<file path="src/rtl/chkmon_pkg.sv">
// rtl/chkmon_pkg.sv - shared types and helpers for the checkpoint sequence monitor
package chkmon_pkg;

    typedef enum logic [2:0] {
        ST_IDLE,
        ST_ARMED,
        ST_PASS,
        ST_FAIL,
        ST_TIMEOUT
    } chkmon_state_e;

    localparam int CHKMON_MAX_CNT_W = 64;
    // Sliced down to CNT_W by users; CNT_W must not exceed CHKMON_MAX_CNT_W.
    localparam logic [CHKMON_MAX_CNT_W-1:0] CHKMON_CYC_ONES = '1;

    function automatic int chkmon_stage_w(input int num_stages);
        return (num_stages < 1) ? 1 : $clog2(num_stages + 1);
    endfunction

endpackage

</file>
<file path="src/rtl/chkmon_stage_timer.sv">
// rtl/chkmon_stage_timer.sv - saturating per-stage cycle counter with deadline compare
module chkmon_stage_timer
    import chkmon_pkg::*;
#(
    parameter int CNT_W = 24
) (
    input  logic             clk,
    input  logic             rst,
    input  logic             i_clear,
    input  logic             i_inc,
    input  logic [CNT_W-1:0] i_timeout,
    output logic [CNT_W-1:0] o_count,
    output logic             o_deadline
);

    localparam logic [CNT_W-1:0] CNT_ONES = CHKMON_CYC_ONES[CNT_W-1:0];

    logic [CNT_W-1:0] r_count;

    always_ff @(posedge clk) begin
        if (rst || i_clear) begin
            r_count <= '0;
        end else if (i_inc && (r_count != CNT_ONES)) begin
            r_count <= r_count + 1'b1;
        end
    end

    assign o_count    = r_count;
    // A zero timeout disables the deadline entirely.
    assign o_deadline = (i_timeout != '0) && (r_count == (i_timeout - 1'b1));

endmodule

</file>
<file path="src/rtl/checkpoint_seq_monitor.sv">
// rtl/checkpoint_seq_monitor.sv - ordered checkpoint-code watcher; option CHKMON_STABLE_FILTER_EN
module checkpoint_seq_monitor
    import chkmon_pkg::*;
#(
    parameter int WIDTH         = 16,
    parameter int NUM_STAGES    = 4,
    parameter int CNT_W         = 24,
    parameter int STRICT        = 1,
    parameter int STABLE_CYCLES = 2
) (
    input  logic                                wb_clk_i,
    input  logic                                wb_rst_i,
    input  logic [WIDTH-1:0]                    check_i,
    input  logic [NUM_STAGES*WIDTH-1:0]         codes_i,
    input  logic [CNT_W-1:0]                    timeout_i,
    input  logic                                start_i,
    output logic                                busy_o,
    output logic                                pass_o,
    output logic                                fail_o,
    output logic                                timeout_o,
    output logic [chkmon_stage_w(NUM_STAGES)-1:0] stage_o,
    output logic [CNT_W-1:0]                    cycles_o
);

    localparam int                 STAGE_W    = chkmon_stage_w(NUM_STAGES);
    localparam logic [STAGE_W-1:0] LAST_STAGE = STAGE_W'(NUM_STAGES - 1);

    chkmon_state_e      r_state, w_state_nxt;
    logic [STAGE_W-1:0] r_stage, w_stage_nxt;
    logic [WIDTH-1:0]   w_code_cur;
    logic               w_eq_cur;
    logic               w_eq_later;
    logic               w_stable;
    logic               w_match;
    logic               w_early;
    logic               w_deadline;
    logic               w_tmr_clear;
    logic               w_tmr_inc;
    logic [CNT_W-1:0]   w_cycles;

    // Code mux for the awaited stage plus look-ahead over all later stages.
    always_comb begin
        w_code_cur = '0;
        w_eq_later = 1'b0;
        for (int s = 0; s < NUM_STAGES; s++) begin
            if (s == int'(r_stage)) begin
                w_code_cur = codes_i[s*WIDTH +: WIDTH];
            end
            if ((s > int'(r_stage)) && (check_i == codes_i[s*WIDTH +: WIDTH])) begin
                w_eq_later = 1'b1;
            end
        end
    end

    assign w_eq_cur = (check_i == w_code_cur);

`ifdef CHKMON_STABLE_FILTER_EN
    localparam int               RUN_W   = $clog2(STABLE_CYCLES + 1);
    localparam logic [RUN_W-1:0] RUN_MAX = RUN_W'(STABLE_CYCLES);

    logic [RUN_W-1:0] r_run, w_run_cur;
    logic [WIDTH-1:0] r_prev;
    logic             w_run_clear;

    // w_run_cur: consecutive cycles, including this one, that check_i has held its value.
    always_comb begin
        w_run_cur = RUN_W'(1);
        if ((r_run != '0) && (check_i == r_prev)) begin
            w_run_cur = (r_run == RUN_MAX) ? RUN_MAX : r_run + 1'b1;
        end
    end

    assign w_stable    = (w_run_cur >= RUN_MAX);
    assign w_run_clear = start_i || (r_state != ST_ARMED) || w_match;

    always_ff @(posedge wb_clk_i) begin
        if (wb_rst_i || w_run_clear) begin
            r_run <= '0;
        end else begin
            r_run <= w_run_cur;
        end
        if (wb_rst_i) begin
            r_prev <= '0;
        end else begin
            r_prev <= check_i;
        end
    end
`else
    assign w_stable = 1'b1;
`endif

    assign w_match = w_eq_cur && w_stable;
    assign w_early = (STRICT != 0) && w_eq_later && w_stable;

    always_comb begin
        w_state_nxt = r_state;
        w_stage_nxt = r_stage;
        w_tmr_clear = 1'b0;
        w_tmr_inc   = 1'b0;
        if (start_i) begin
            w_state_nxt = ST_ARMED;
            w_stage_nxt = '0;
            w_tmr_clear = 1'b1;
        end else if (r_state == ST_ARMED) begin
            if (w_match) begin
                w_stage_nxt = r_stage + 1'b1;
                w_tmr_clear = 1'b1;
                if (r_stage == LAST_STAGE) begin
                    w_state_nxt = ST_PASS;
                end
            end else if (w_early) begin
                w_state_nxt = ST_FAIL;
            end else if (w_deadline) begin
                w_state_nxt = ST_TIMEOUT;
            end else begin
                w_tmr_inc = 1'b1;
            end
        end
    end

    always_ff @(posedge wb_clk_i) begin
        if (wb_rst_i) begin
            r_state <= ST_IDLE;
            r_stage <= '0;
        end else begin
            r_state <= w_state_nxt;
            r_stage <= w_stage_nxt;
        end
    end

    chkmon_stage_timer #(
        .CNT_W(CNT_W)
    ) u_timer (
        .clk       (wb_clk_i),
        .rst       (wb_rst_i),
        .i_clear   (w_tmr_clear),
        .i_inc     (w_tmr_inc),
        .i_timeout (timeout_i),
        .o_count   (w_cycles),
        .o_deadline(w_deadline)
    );

    assign busy_o    = (r_state == ST_ARMED);
    assign pass_o    = (r_state == ST_PASS);
    assign fail_o    = (r_state == ST_FAIL);
    assign timeout_o = (r_state == ST_TIMEOUT);
    assign stage_o   = r_stage;
    assign cycles_o  = w_cycles;

endmodule

</file>
<file path="config.mk">
export PLATFORM = sky130hd
export DESIGN_NAME = checkpoint_seq_monitor
export DESIGN_NICKNAME = d
export VERILOG_FILES = /design/src/rtl/chkmon_pkg.sv /design/src/rtl/chkmon_stage_timer.sv /design/src/rtl/checkpoint_seq_monitor.sv
export SDC_FILE = /design/constraint.sdc
export NUM_CORES = 1
export LEC_CHECK = 0
export BUFFER_PORTS_ARGS = -buffer_cell sky130_fd_sc_hd__buf_4
export CORE_MARGIN = 10
export CORE_UTILIZATION = 52
export CTS_BUF_LIST = sky130_fd_sc_hd__clkbuf_4 sky130_fd_sc_hd__clkbuf_8 sky130_fd_sc_hd__clkbuf_16
export DETAILED_ROUTE_END_ITERATION = 8
export PLACE_DENSITY = 0.89
export SYNTH_ARGS = -nofsm -noshare
export SYNTH_HDL_FRONTEND = slang
export SYNTH_SLANG_ARGS = --single-unit
</file>
<file path="constraint.sdc">
create_clock -name wb_clk_i -period 4.57 [get_ports wb_clk_i]
set_clock_uncertainty 0.1 [all_clocks]
set_input_delay 0.914 -clock wb_clk_i [delete_from_list [all_inputs] [get_ports wb_clk_i]]
set_output_delay 0.914 -clock wb_clk_i [all_outputs]
set_load 0.005 [all_outputs]
</file>
==> results.md <==
- For this run, the number of standard cells in the final layout without fillers is 779.
- The maximum fanout along the worst path is 41.
- The DRC violations left is 0.
- In the layout the commonest cells are sky130_fd_sc_hd__buf_4 (148), sky130_fd_sc_hd__xor2_1 (49), sky130_fd_sc_hd__nand2_1 (46).
- STA puts the critical path data required time at 4.68 ns.
- Entering global routing, the biggest net connects 42 pins.
- The synthesized design contains 0 enable-type register cells.
- The setup-violating endpoint count in the final report is 0.
- Dividing the final minimum period by the clock period gives 0.926.
- The transition time of the tightest slew-check pin is 0.891 ns.
- The run finished with clean final reports.
- Compared with the post-synthesis result, the final layout area differs by 29.0%.
- The net switching share of the total power is 0.282.
- The critical path's largest stage delay is 0.55 ns.
- By startpoint and endpoint, the worst setup path is classified as reg -> reg.
- The final critical path time including I/O delays and setup is 4.23 ns.
- The proportion of layout cells with a drive suffix above 1 is 0.292.
- The worst setup path is launched from a register.
- The cell repeated most along the worst path is sky130_fd_sc_hd__o2111ai_1.
- The first global-routing pass estimated 24.2 mm of wire.
- The total power per unit cell area is 147 nW/um^2.
- Wires add up to 14.8 mm.
- The cell count of the worst hold path is 2.
- The die is 109 um tall.
- Measured against its own limit, the worst slew margin works out to 0.406.
- The internal power summed over all cells is 559 uW.
- Setup repair after global routing left no endpoint under its margin.
- Clock-pin slew was measured on the worst setup and hold paths at 0.06 ns.
- The CTS sink count is 30.
- After the first detailed-routing iteration, the DRC count stood at 258.
- Using the TritonRoute via totals, the vias-per-cell ratio works out to 6.21.
- The post-synthesis sequential element count is 30.
- Based on the critical path, the design can be clocked at up to 0.236 GHz.
- Summing every instance area after synthesis gives 4100 um^2.
- In the global route stage, overall resource usage came out at 0.246.
- The overflow left after global routing is 0.
- The routed layout has 4,836 vias.
- In this run the worst hold path is classified as reg -> reg.
- The number of routed nets with antenna violations is 0.
- The quantity of I/O buffers inserted on ports is 137.
- The portion of total power attributed to sequential cells is 0.339.
- STA classifies the critical path endpoint as a register.
- After clock tree synthesis, the setup repair step added 0 buffers.
- The count of filler cells inserted in the layout is 650.
- The die covers 11,800 um^2.
- Leaving out fill and tap cells, the most frequent cell in the layout is sky130_fd_sc_hd__buf_4.
- The H-tree depth is 2.
- The fraction of registers with async set or reset after synthesis is 0.
- TritonCTS built the clock tree.
- For this run, the number of Yosys warnings is 0.
- The number of buffers between clock root and the deepest sink is 2.
- The count of final max-slew check failures is 0.
- The antenna cell count is 0.
- The tree is rooted in a sky130_fd_sc_hd__clkbuf_8.
- The initial antenna violation count is 0.
- The worst-skew pair later-pin latency is 0.28 ns.
- Counting the buffers created by CTS gives 5.
- The tool flagged a number of max-cap violations equal to 0.
- The part of the power in combinational logic is 0.315.
- The total I/O pin count is 138.
- On the final layout, the worst hold slack is 0.456 ns.
- The most used flip-flop cell after synthesis is sky130_fd_sc_hd__dfxtp_1.
- Each instance of the synthesized netlist takes up on average 7.39 um^2.
- In this run the standard cell core region covers 7690 um^2.
- For this run, the register share of the synthesized area comes to 0.146.
- Synthesis handed over a netlist of 555 instances.
- The half-perimeter wire length after detailed placement is 12.1 mm.
- Dividing the detail-routed wire length by the instance count gives 19.0 um.
- The worst reg2reg path depth is 11.
- The starting density of the core is 0.534.
- The number of rows in the core area is 32.
- The first-pass iteration count of the detailed router is 5.
- After routing, the total negative slack on setup checks comes to 0 ns.
- The design draws 779 uW.
- The critical path goes through inv_1, ha_1, nor2b_1, o311ai_0, o2111ai_1, a2111oi_0, o2111ai_1, o31ai_1, or3_4, o21ai_0, a21oi_1.
- The proportion of power drawn by the clock network is 0.346.
- The chip width is 109 um.
- The final layout contains 791 nets.
- The via count of the first global-routing pass was 4,935.
- The number of different library cells used by synthesis comes to 75.
- The slowest stage of the critical path is the sky130_fd_sc_hd__a2111oi_0 cell.
- The congestion estimate from routability-driven global placement came to 0.900.
- The placed instance count is 772.
- The number of failing hold endpoints at the final stage came to 0.
- STA puts the critical path data arrival time at 4.34 ns.
- The power spent charging and discharging nets is 220 uW.
- The static leakage is 0.00199 uW.
- When the netlist entered floorplanning its net count stood at 669.
- The maximum VDD drop is 113 uV.
power groups by stage:
stage                     logic, uW  registers (uW)  clock network (uW)
after detailed placement        241             270                   0
after CTS                       242             264                 271
after global placement          237             270                   0
after floorplan                 120             269                   0
final                           246             264                 269
after global routing            267             264                 284
metal layers:
layer  share of wire  vias up  global-route usage  wire length (um)
met4           0.042        0               0.114               620
met1            0.38     2246               0.270              5660
li1                -     2301                   -                 -
met3            0.10       47              0.0708              1500
met5               0        -                   0                 0
met2            0.48      242               0.427              7040
critical path, delay by kind of cell, from the launching register on:
family	cells	cell delay, ns
DFF	1	0.47
adders and majority gates	1	0.52
AOI/OAI and AO/OA	7	2.17
and+or+nand+nor	2	0.76
buffers and inverters	1	0.12
layout make-up:
type                       instances  area [um^2]  share of cell area
tap                              102          128              0.0241
sequential                        30          601               0.113
multi-input combinational        468         3250               0.614
timing repair buffer             148         1110               0.210
clock inverter                     1         30.0             0.00567
clock buffer                       6         82.6              0.0156
inverter                          24         90.1              0.0170
cells by family after synthesis:
group | Yosys count | synth area share
xor+xnor | 70 | 0.149
compound gates | 136 | 0.246
buf+inv | 57 | 0.0619
fa+ha+maj | 7 | 0.0213
simple gates | 246 | 0.349
flops | 30 | 0.146
mux | 9 | 0.0259
worst paths after layout:
check                                         start             endpoint  slack [ns]
worst min register to register  u_timer.o_count[13]  u_timer.o_count[13]        0.46
worst max register to register           stage_o[0]  u_timer.o_count[18]        0.34
worst max-delay path                     stage_o[0]  u_timer.o_count[18]        0.34
worst min-delay path            u_timer.o_count[13]  u_timer.o_count[13]        0.46
cells in the mapped netlist, types with 11 or more instances:
cell type	count	area, um^2
sky130_fd_sc_hd__xor2_1	49	429
sky130_fd_sc_hd__or3_1	16	100
sky130_fd_sc_hd__nand4_1	15	93.8
sky130_fd_sc_hd__a21oi_1	39	195
sky130_fd_sc_hd__nor4_1	15	93.8
sky130_fd_sc_hd__inv_1	24	90.1
sky130_fd_sc_hd__nand2_1	46	173
sky130_fd_sc_hd__o21ai_0	21	105
sky130_fd_sc_hd__clkbuf_1	23	86.3
sky130_fd_sc_hd__dfxtp_1	30	601
sky130_fd_sc_hd__nand2b_1	11	68.8
sky130_fd_sc_hd__nor3_1	20	100
sky130_fd_sc_hd__or4_1	13	97.6
sky130_fd_sc_hd__nand3b_1	12	90.1
sky130_fd_sc_hd__xnor2_1	21	184
sky130_fd_sc_hd__nor2b_1	14	87.6
sky130_fd_sc_hd__a21oi_2	11	96.3
sky130_fd_sc_hd__nand3_1	17	85.1
sky130_fd_sc_hd__nor2_1	29	109
state kept, by name (all words and copies together), names as in the netlist:
register and cells:
stage_o 3, u_timer.o_count 24, r_state 3
stage by stage:
step	cell area [um^2]	setup WS, ns	util
after floorplan	4100	0.640	-
after global placement	5180	0.233	0.674
after detailed placement	5180	0.143	0.674
after CTS	5290	0.279	0.688
after global routing	5290	0.0203	0.689
final	5290	0.336	0.689
repair_timing:
action / in CTS / in global routing
setup endpoints to repair: 0 / 22
hold buffers: 0 / 0
gates resized for setup: 0 / 1
Power figures use the tool's default switching activity.
